<file path="src/rtl/sat_cnt32.sv">
`default_nettype none
// ============================================================================
// Module      : sat_cnt32
// Description : 32-bit counter that adds a variable amount per enabled cycle,
//               saturates at all-ones and has a synchronous clear that wins
//               over a same-cycle increment.
// Revision    : 1.0 - initial release
// ============================================================================
module sat_cnt32 (
    input  logic        clk_i,
    input  logic        rst_ni,
    input  logic        clr_i,
    input  logic        inc_en_i,
    input  logic [31:0] inc_amt_i,
    output logic [31:0] cnt_o
);

    logic [31:0] cnt_q;
    logic [31:0] cnt_d;
    logic [32:0] sum_full;

    // Next count: clear first, otherwise add with saturation on carry-out.
    always_comb begin
        sum_full = {1'b0, cnt_q} + {1'b0, inc_amt_i};
        cnt_d    = cnt_q;
        if (clr_i) begin
            cnt_d = '0;
        end else if (inc_en_i) begin
            cnt_d = sum_full[32] ? 32'hFFFF_FFFF : sum_full[31:0];
        end
    end

    // Count register.
    always_ff @(posedge clk_i or negedge rst_ni) begin
        if (!rst_ni) begin
            cnt_q <= '0;
        end else begin
            cnt_q <= cnt_d;
        end
    end

    assign cnt_o = cnt_q;

endmodule
`default_nettype wire

</file>
<file path="config.mk">
export PLATFORM = sky130hd
export DESIGN_NAME = sat_cnt32
export DESIGN_NICKNAME = d
export VERILOG_FILES = /design/src/rtl/sat_cnt32.sv
export SDC_FILE = /design/constraint.sdc
export NUM_CORES = 1
export LEC_CHECK = 0
export BUFFER_PORTS_ARGS = -buffer_cell sky130_fd_sc_hd__buf_2
export CORE_MARGIN = 5
export CORE_UTILIZATION = 45
export CTS_CLUSTER_SIZE = 25
export DETAILED_ROUTE_END_ITERATION = 8
export GPL_TIMING_DRIVEN = 0
export PLACE_DENSITY = 0.69
export SYNTH_ARGS = -nofsm -noshare
export SYNTH_HDL_FRONTEND = slang
export SYNTH_SLANG_ARGS = --single-unit
</file>
<file path="constraint.sdc">
create_clock -name clk_i -period 9.55 [get_ports clk_i]
set_clock_uncertainty 0.15 [all_clocks]
set_input_delay 0.4775 -clock clk_i [delete_from_list [all_inputs] [get_ports clk_i]]
set_output_delay 0.4775 -clock clk_i [all_outputs]
set_load 0.02 [all_outputs]
</file>
* Yosys cells after proc, flatten, opt, wreduce, memory -nomap -nowiden *
Cells that the tools add are included.

operators by class
  $add $sub $neg = 1
  multiplexer cells = 3
  reductions and logical operators = 1

operators with widths
  operator            count
  $mux W32            3
  $add A32 B32 Y33    1
  $reduce_bool A2 Y1  1

word-level totals
  flip-flop bits (word level) = 32
  bits of input ports = 36
  word-level logic and storage cells = 6

* Longest topological paths before layout *
Gate-level depths: netlist (run 1).

  depth after elaboration = 4
  gate-level depth with buffers = 12
  mapped depth without buffers = 11

* Worst setup path after synthesis (run 1) *
Ideal clock, no wire load.

  kind = register to register
  from = register cnt_q[0], in the netlist cnt_o[0]
  to = register cnt_q[23], in the netlist cnt_o[23]
  arrival time = 2999 ps
  data required time = 9263 ps
  path slack = 6264 ps
  cell stages (with the launch flop) = 13
  clock period less this slack = 3286 ps
  cell sequence = dfrtp_1 ha_1 fa_1 a21oi_1 o22ai_1 or4_4 a41oi_2 o21ai_2 a31oi_4 a31oi_4 a21oi_4 buf_6 a211oi_1

on the way
  longest elaborated chain between the ends = 4

RTL lines
  what                    RTL line  RTL
  start, declared         18        logic [31:0] cnt_q;
  start signal, assigned  38        cnt_q <= cnt_d;
  $add A32 B32 Y33        24        sum_full = {1'b0, cnt_q} + {1'b0, inc_amt_i};
  $mux W32                29        cnt_d = sum_full[32] ? 32'hFFFF_FFFF : sum_full[31:0];
  $mux W32                28        end else if (inc_en_i) begin
  $mux W32                26        if (clr_i) begin

No other way between the ends. The select of a mux whose other input is x is not followed.
A chain may end at the register's enable or synchronous reset.

* Worst setup path after layout (run 1) *
  from = register cnt_q[0], in the netlist cnt_o[0]
  to = register cnt_q[9], in the netlist cnt_o[9]

The elaborated chain is that of the path after synthesis.

==> results of run 1 <==
-- Yosys cell counts, drive strengths merged (3+ instances only) --
library cell / n
a211oi: 35
a21o: 11
a21oi: 26
a31oi: 3
buf: 5
clkbuf: 9
dfrtp: 32
ha: 32
inv: 8
nand2: 18
nand3: 9
nand4: 5
nor2: 47
nor2b: 3
o211ai: 4
o21ai: 14
o21bai: 4
xnor2: 21
xor2: 9
-- worst register-to-register path: stages (launching register included) --
cell and delay, ns:
dfrtp_1 0.40, ha_1 0.24, fa_1 0.42, a21oi_1 0.20, o22ai_1 0.15, or4_4 0.46
a41oi_2 0.29, o21ai_2 0.14, a31oi_4 0.26, a31oi_4 0.15, a21oi_4 0.28, buf_6 0.18
a211oi_1 0.09
-- cell type report --
cell class              instances  area share
clock buffers                   6      0.0242
plain buffers                  17      0.0400
clock inverters                 2     0.00294
flip-flops and latches         32       0.235
multi-input cells             268       0.564
repair buffers                 66      0.0969
well taps                      77      0.0283
inverters                       8     0.00881
-- per-stage QoR --
stage	instances	area, µm²	util	hold WS (ns)	setup WS, ns
after global routing	476	3410	0.540	0.173	5.80
after floorplan	325	2890	-	0.0319	6.26
after global placement	468	3320	0.525	0.408	5.81
after CTS	476	3410	0.540	0.130	5.97
after detailed placement	468	3320	0.525	0.418	5.80
final	476	3410	0.540	0.113	6.00
-- final timing paths --
check | endpoint | depth (start not counted) | slack [ns]
setup reg to reg | cnt_o[9] | 12 | 6.00
hold / removal | cnt_o[5] | 1 | 0.11
hold reg to reg | cnt_o[11] | 2 | 0.42
min in group clk_i | cnt_o[22] | 2 | 0.26
setup / recovery | cnt_o[9] | 12 | 6.00
max in group asynchronous | cnt_o[21] | 1 | 8.65
-- kinds of logic (layout without fill, tap and decap cells) --
group	count (synthesis)	after routing
compound gates	109	109
simple gates	96	96
fa+ha+maj	33	33
flops	32	32
xor+xnor	30	30
buf+inv	25	99
-- power breakdown --
group | total, mW | leakage [nW] | switching (mW) | internal (mW)
Sequential | 0.168 | 0.412 | 0.0151 | 0.153
Combinational | 0.284 | 1.18 | 0.164 | 0.120
Clock | 0.112 | 0.0510 | 0.0543 | 0.0576
Total | 0.564 | 1.65 | 0.234 | 0.330
-- routing by layer --
metal	wire (µm)	up-vias
met1	3350	1277
met2	3500	50
met4	47	0
li1	-	1351
met3	297	4
met5	0	-
==> reports/metrics.cfg, run 1 <==
[grt]
busiest_layer = met2
grt_use_met1 = 0.224
grt_max_degree = 33
grt_remaining_overflow = 0
use_met3 = 0.0367
met2_usage = 0.311
antenna_found_initial = 0
grt_pass1_wl_um = 12100
grt_pass1_vias = 2618
gr-usage-all-layers = 0.177

[layout]
diodes = 0
largest_register_ffs = 32
multi_input_area_mm2 = 0.00192
fin_nets = 467
final-seq-area_um2 = 801
final_cell_mix = 66 x buf_2, 47 x nor2_1, 33 x a211oi_1
layout_commonest_cell = buf_2
layout-drive-gt1-share = 0.243
fill_cells = 627
area_growth_pct = 18.0

[placed_design]
hpwlAfterDp_um = 5660
portBuffers = 66
gp_congestion = 0.868

[cts]
clockBufferDepth = 2
cts_setup_buffers = 0
cts_tree = built
path_clk_slew_ns = 0.08
numCtsBuffers = 5
cts-resized-gates = 0
hold_buffers = 0
htreeDepth = 2
clk_latency_ns = 0.29
cts_root_buffer = clkbuf_8
cts_sinks = 32

[die]
die_x_um = 90.1
die_h_um = 90.1
core_mm2 = 0.00631
initial_utilization = 0.458
rows = 29
die_area_mm2 = 0.00812
ios = 68

[critical_path]
crit_chain = ha_1 -> fa_1 -> a21oi_1 -> o22ai_1 -> or4_4 -> a41oi_2 -> o21ai_2 -> a31oi_4 -> a31oi_4 -> a21oi_4 -> buf_6 -> a211oi_1
worstPathMaxFanout = 10
reg2reg_from = cnt_o[0]
slowest_stage = or4_4
cpLargestDelayFamily = compound AO/OA/AOI/OAI gates
crit_top_cell = a31oi_4
path_buf_inv = 1
worst_ep_arrival_time_ns = 3.55
crit_start = cnt_o[0]
crit_type = reg2reg
critical-path-max-stage-delay_ns = 0.46
cp-start-kind = flip-flop
cp-end-kind = flip-flop
required_ns = 9.54

[synth]
synthXorXnorAreaFrac = 0.0909
ys_warn_count = 0
yosys.area_share.adder = 0.146
synth_top_family_by_area = compound AO/OA/AOI/OAI gates
yosysSeqAreaShare = 0.277
ys.flop_type = dfrtp_1
synth_mux_area_frac = 0
ys_async_sr_fraction = 1.00
synthCells = 325
synth.cell_area_mm2 = 0.00289
synthTopCellsByArea = dfrtp_1 28%, ha_1 14%, a211oi_1 8.6%
avgSynthCellArea_um2 = 8.89
synth-edff-count = 0
synth_fp_nets = 394
yosys_register_bits = 32
synthSimpleGateAreaFrac = 0.153
synth-compound-area-share = 0.275
yosys.area.top_type = dfrtp_1
ys_types = 56
synth_top_area_frac = 0.277

[route]
wire_per_inst_um = 15.1
postRouteAntennaNets = 0
drt_iter0_drc = 90
wirelength_um = 7200
vias = 2682
viasPerCell = 5.63
drc = 0
dr.pass1.iters = 4

[sta]
hold_viol = 0
finalMaxSlewViolations = 0
setup-violations-final = 0
finalSetupTns_ns = 0
rsz0062_at_grt = false
clock.fmax_ghz = 0.281
fin_crit_ns = 3.55
tightest_slew_ns = 0.764
slew_headroom = 0.491
period_share = 0.372

[job]
drv_cap = 0

[outcome]
status = completed

[power]
power.static_leakage_nw = 1.65
powerDensity_mw_per_mm2 = 166
ir_drop_v = 0.0000764
report.power.total_uw = 564

[hold_path]
hold_path.class = in2async

Note: power is estimated with default switching activity, not from simulation.
==> run 2: changes to the inputs <==
--- a/config.mk
+++ b/config.mk
@@ -11,7 +11,7 @@
 export CTS_CLUSTER_SIZE = 25
 export DETAILED_ROUTE_END_ITERATION = 8
 export GPL_TIMING_DRIVEN = 0
-export PLACE_DENSITY = 0.69
+export PLACE_DENSITY = 0.71
 export SYNTH_ARGS = -nofsm -noshare
 export SYNTH_HDL_FRONTEND = slang
 export SYNTH_SLANG_ARGS = --single-unit
==> constraint.sdc (replaced) <==
create_clock -name clk_i -period 3 [get_ports clk_i]
set_clock_uncertainty 0.15 [all_clocks]
set_input_delay 0.15 -clock clk_i [delete_from_list [all_inputs] [get_ports clk_i]]
set_output_delay 0.15 -clock clk_i [all_outputs]
set_load 0.02 [all_outputs]
==> run 2 against run 1 <==
The flow now finishes with violations (negative setup slack). Global-route usage increased by 1.3 points. Wire length increased by 6.9%. Critical path depth unchanged. Sequential power increased to 3.2 times the previous value. Via count increased by 4.3%. Register-to-register slack got worse by 6.1 ns. Core utilization increased by 3.9 points. Setup slack got worse by 6.1 ns. Hold slack got worse by 0.072 ns. First-iteration DRC count increased by 30%. Clock power increased to 3.2 times the previous value. Total power increased to 3.4 times the previous value. Largest power group unchanged.
==> reports/metrics.cfg, run 2 (synthesis gave the netlist of run 1 again) <==
[die]
die_h_um = 90.1  ; unchanged
die_x_um = 90.1  ; unchanged
ios = 68  ; unchanged
rows = 29  ; unchanged
core_mm2 = 0.00631  ; unchanged
die_area_mm2 = 0.00812  ; unchanged
initial_utilization = 0.458  ; unchanged

[route]
drc = 0  ; unchanged
vias = 2798  ; was 2682
drt_iter0_drc = 117  ; was 90
viasPerCell = 5.69  ; was 5.63
postRouteAntennaNets = 0  ; unchanged
wirelength_um = 7690  ; was 7200 µm
dr.pass1.iters = 4  ; unchanged
wire_per_inst_um = 15.6  ; was 15.1 µm

[grt]
grt_pass1_vias = 2775  ; was 2618
grt_remaining_overflow = 0  ; unchanged
gr-usage-all-layers = 0.191  ; was 0.177
grt_pass1_wl_um = 13100  ; was 12100 µm
grt_max_degree = 33  ; unchanged
antenna_found_initial = 0  ; unchanged

[layout]
largest_register_ffs = 32  ; unchanged
fill_cells = 597  ; was 627
layout-drive-gt1-share = 0.308  ; was 0.243
final_cell_mix = 66 x buf_2, 47 x nor2_1, 31 x ha_1, 31 x dfrtp_1  ; was 66 x buf_2, 47 x nor2_1, 33 x a211oi_1
layout_commonest_cell = buf_2  ; unchanged
area_growth_pct = 26.4  ; was 18.0%
diodes = 0  ; unchanged
fin_util = 0.578  ; was 0.540
fin_nets = 483  ; was 467

[power]
ir_drop_v = 0.000241  ; was 0.0000764 V
power.static_leakage_nw = 1.74  ; was 1.65 nW
combPwrFrac = 0.530  ; was 0.503
p_sw_frac = 0.418  ; was 0.414
p_clk_frac = 0.190  ; was 0.198
powerDensity_mw_per_mm2 = 523  ; was 166 mW/mm²
switchingPower_uw = 797  ; was 234 µW
intPower_mw = 1.11  ; was 330 µW
p_seq_frac = 0.281  ; was 0.298

[placed_design]
portBuffers = 66  ; unchanged
gp_congestion = 0.893  ; was 0.868
pre_cts_ws_ns = -0.319  ; was 5.80 ns
hpwlAfterDp_um = 5510  ; was 5660 µm

[outcome]
status = finished with violations  ; was completed
violations = negative setup slack

[sta]
setup_ws_ns = -0.144  ; was 6.00 ns
slew_headroom = 0.481  ; was 0.491
hold_viol = 0  ; unchanged
fin_crit_ns = 3.14  ; was 3.55 ns
tightest_slew_ns = 0.779  ; was 0.764 ns
clock.fmax_ghz = 0.318  ; was 0.281 GHz
setup-violations-final = 32  ; was 0
finalMaxSlewViolations = 0  ; unchanged
period_share = 1.05  ; was 0.372
rsz0062_at_grt = true  ; was false

[critical_path]
crit_type = reg2reg  ; unchanged
cp-end-kind = flip-flop  ; unchanged
cp-start-kind = flip-flop  ; unchanged
required_ns = 3.00  ; was 9.54 ns
worstPathMaxFanout = 10  ; unchanged
worst_ep_arrival_time_ns = 3.14  ; was 3.55 ns

[hold_path]
hold_path.class = in2reg  ; was in2async

[cts]
cts_tree = built  ; unchanged
numCtsBuffers = 5  ; unchanged
cts_sinks = 32  ; unchanged
clk_latency_ns = 0.29  ; about the same
cts_root_buffer = clkbuf_8  ; unchanged
htreeDepth = 2  ; unchanged
clockBufferDepth = 2  ; unchanged
path_clk_slew_ns = 0.07  ; was 0.08 ns

[job]
drv_cap = 0  ; unchanged

==> run 2: worst max-delay path, stage by stage, from the launching register on <==
cell and delay, ns:
dfrtp_2 0.42, ha_4 0.16, fa_2 0.34, a21oi_2 0.16, o22ai_2 0.11, or4_4 0.45
a41oi_4 0.20, o21ai_4 0.09, a31oi_4 0.24, a31oi_4 0.13, a21oi_4 0.27, buf_6 0.19
a211oi_1 0.08
==> run 2: final cells by class <==
type / instances / area [µm²] / share of cell area
clock buffers: 8 / 90.1 / 0.0247
inverters: 8 / 30.0 / 0.00822
repair buffers: 83 / 467 / 0.128
well taps: 77 / 96.3 / 0.0264
multi-input cells: 268 / 2040 / 0.559
plain buffers: 16 / 126 / 0.0346
flip-flops and latches: 32 / 802 / 0.220
==> run 2: stage by stage <==
step / cell area, µm² / TNS (ns) / hold WS, ns / std cells / power [mW]
6_report: 3650 / -4.10 / 0.0409 / 492 / 1.91
3_5_place_dp: 3350 / -6.81 / 0.131 / 468 / 1.45
2_1_floorplan: 2920 / -0.00586 / -0.296 / 325 / 1.24
5_1_grt: 3650 / -7.18 / 0.0681 / 492 / 2.04
3_3_place_gp: 3350 / -6.52 / 0.123 / 468 / 1.44
4_1_cts: 3610 / -4.66 / 0.00223 / 491 / 1.89
==> run 2: final timing paths <==
kind	startpoint	end	slack (ns)	depth (start not counted)
max	cnt_o[0]	cnt_o[8]	-0.14	12
min	inc_en_i	cnt_o[21]	0.04	3
max reg2reg	cnt_o[0]	cnt_o[8]	-0.14	12
min reg2reg	cnt_o[7]	cnt_o[7]	0.42	2
max in group asynchronous	rst_ni	cnt_o[0]	1.84	2
min in group asynchronous	rst_ni	cnt_o[8]	0.33	2
==> run 2: power groups by stage <==
stage | sequential [mW] | clock, mW | combinational (mW)
2_1_floorplan | 0.609 | 0 | 0.628
3_3_place_gp | 0.542 | 0 | 0.899
5_1_grt | 0.545 | 0.389 | 1.11
4_1_cts | 0.535 | 0.374 | 0.984
6_report | 0.536 | 0.362 | 1.01
3_5_place_dp | 0.544 | 0 | 0.909
==> run 2: repair_timing <==
item                                    in CTS  in global routing
endpoints found under the setup margin      32                 32
buffers inserted                            12                  2
hold endpoints to repair                    34                  0
pin swaps                                    4                  1
cloned                                       1                  0
hold buffers                                 2                  0
resized for setup                           12                  6
==> run 2: layer usage <==
| metal | vias to the layer above | share of wire | wire [µm] | global-route usage |
|---|---|---|---|---|
| met5 | - | 0 | 0 | 0 |
| met4 | 0 | 0.012 | 93 | 0.0558 |
| met3 | 9 | 0.055 | 425 | 0.0376 |
| met2 | 88 | 0.47 | 3580 | 0.304 |
| met1 | 1320 | 0.47 | 3590 | 0.261 |
| li1 | 1381 | - | - | - |
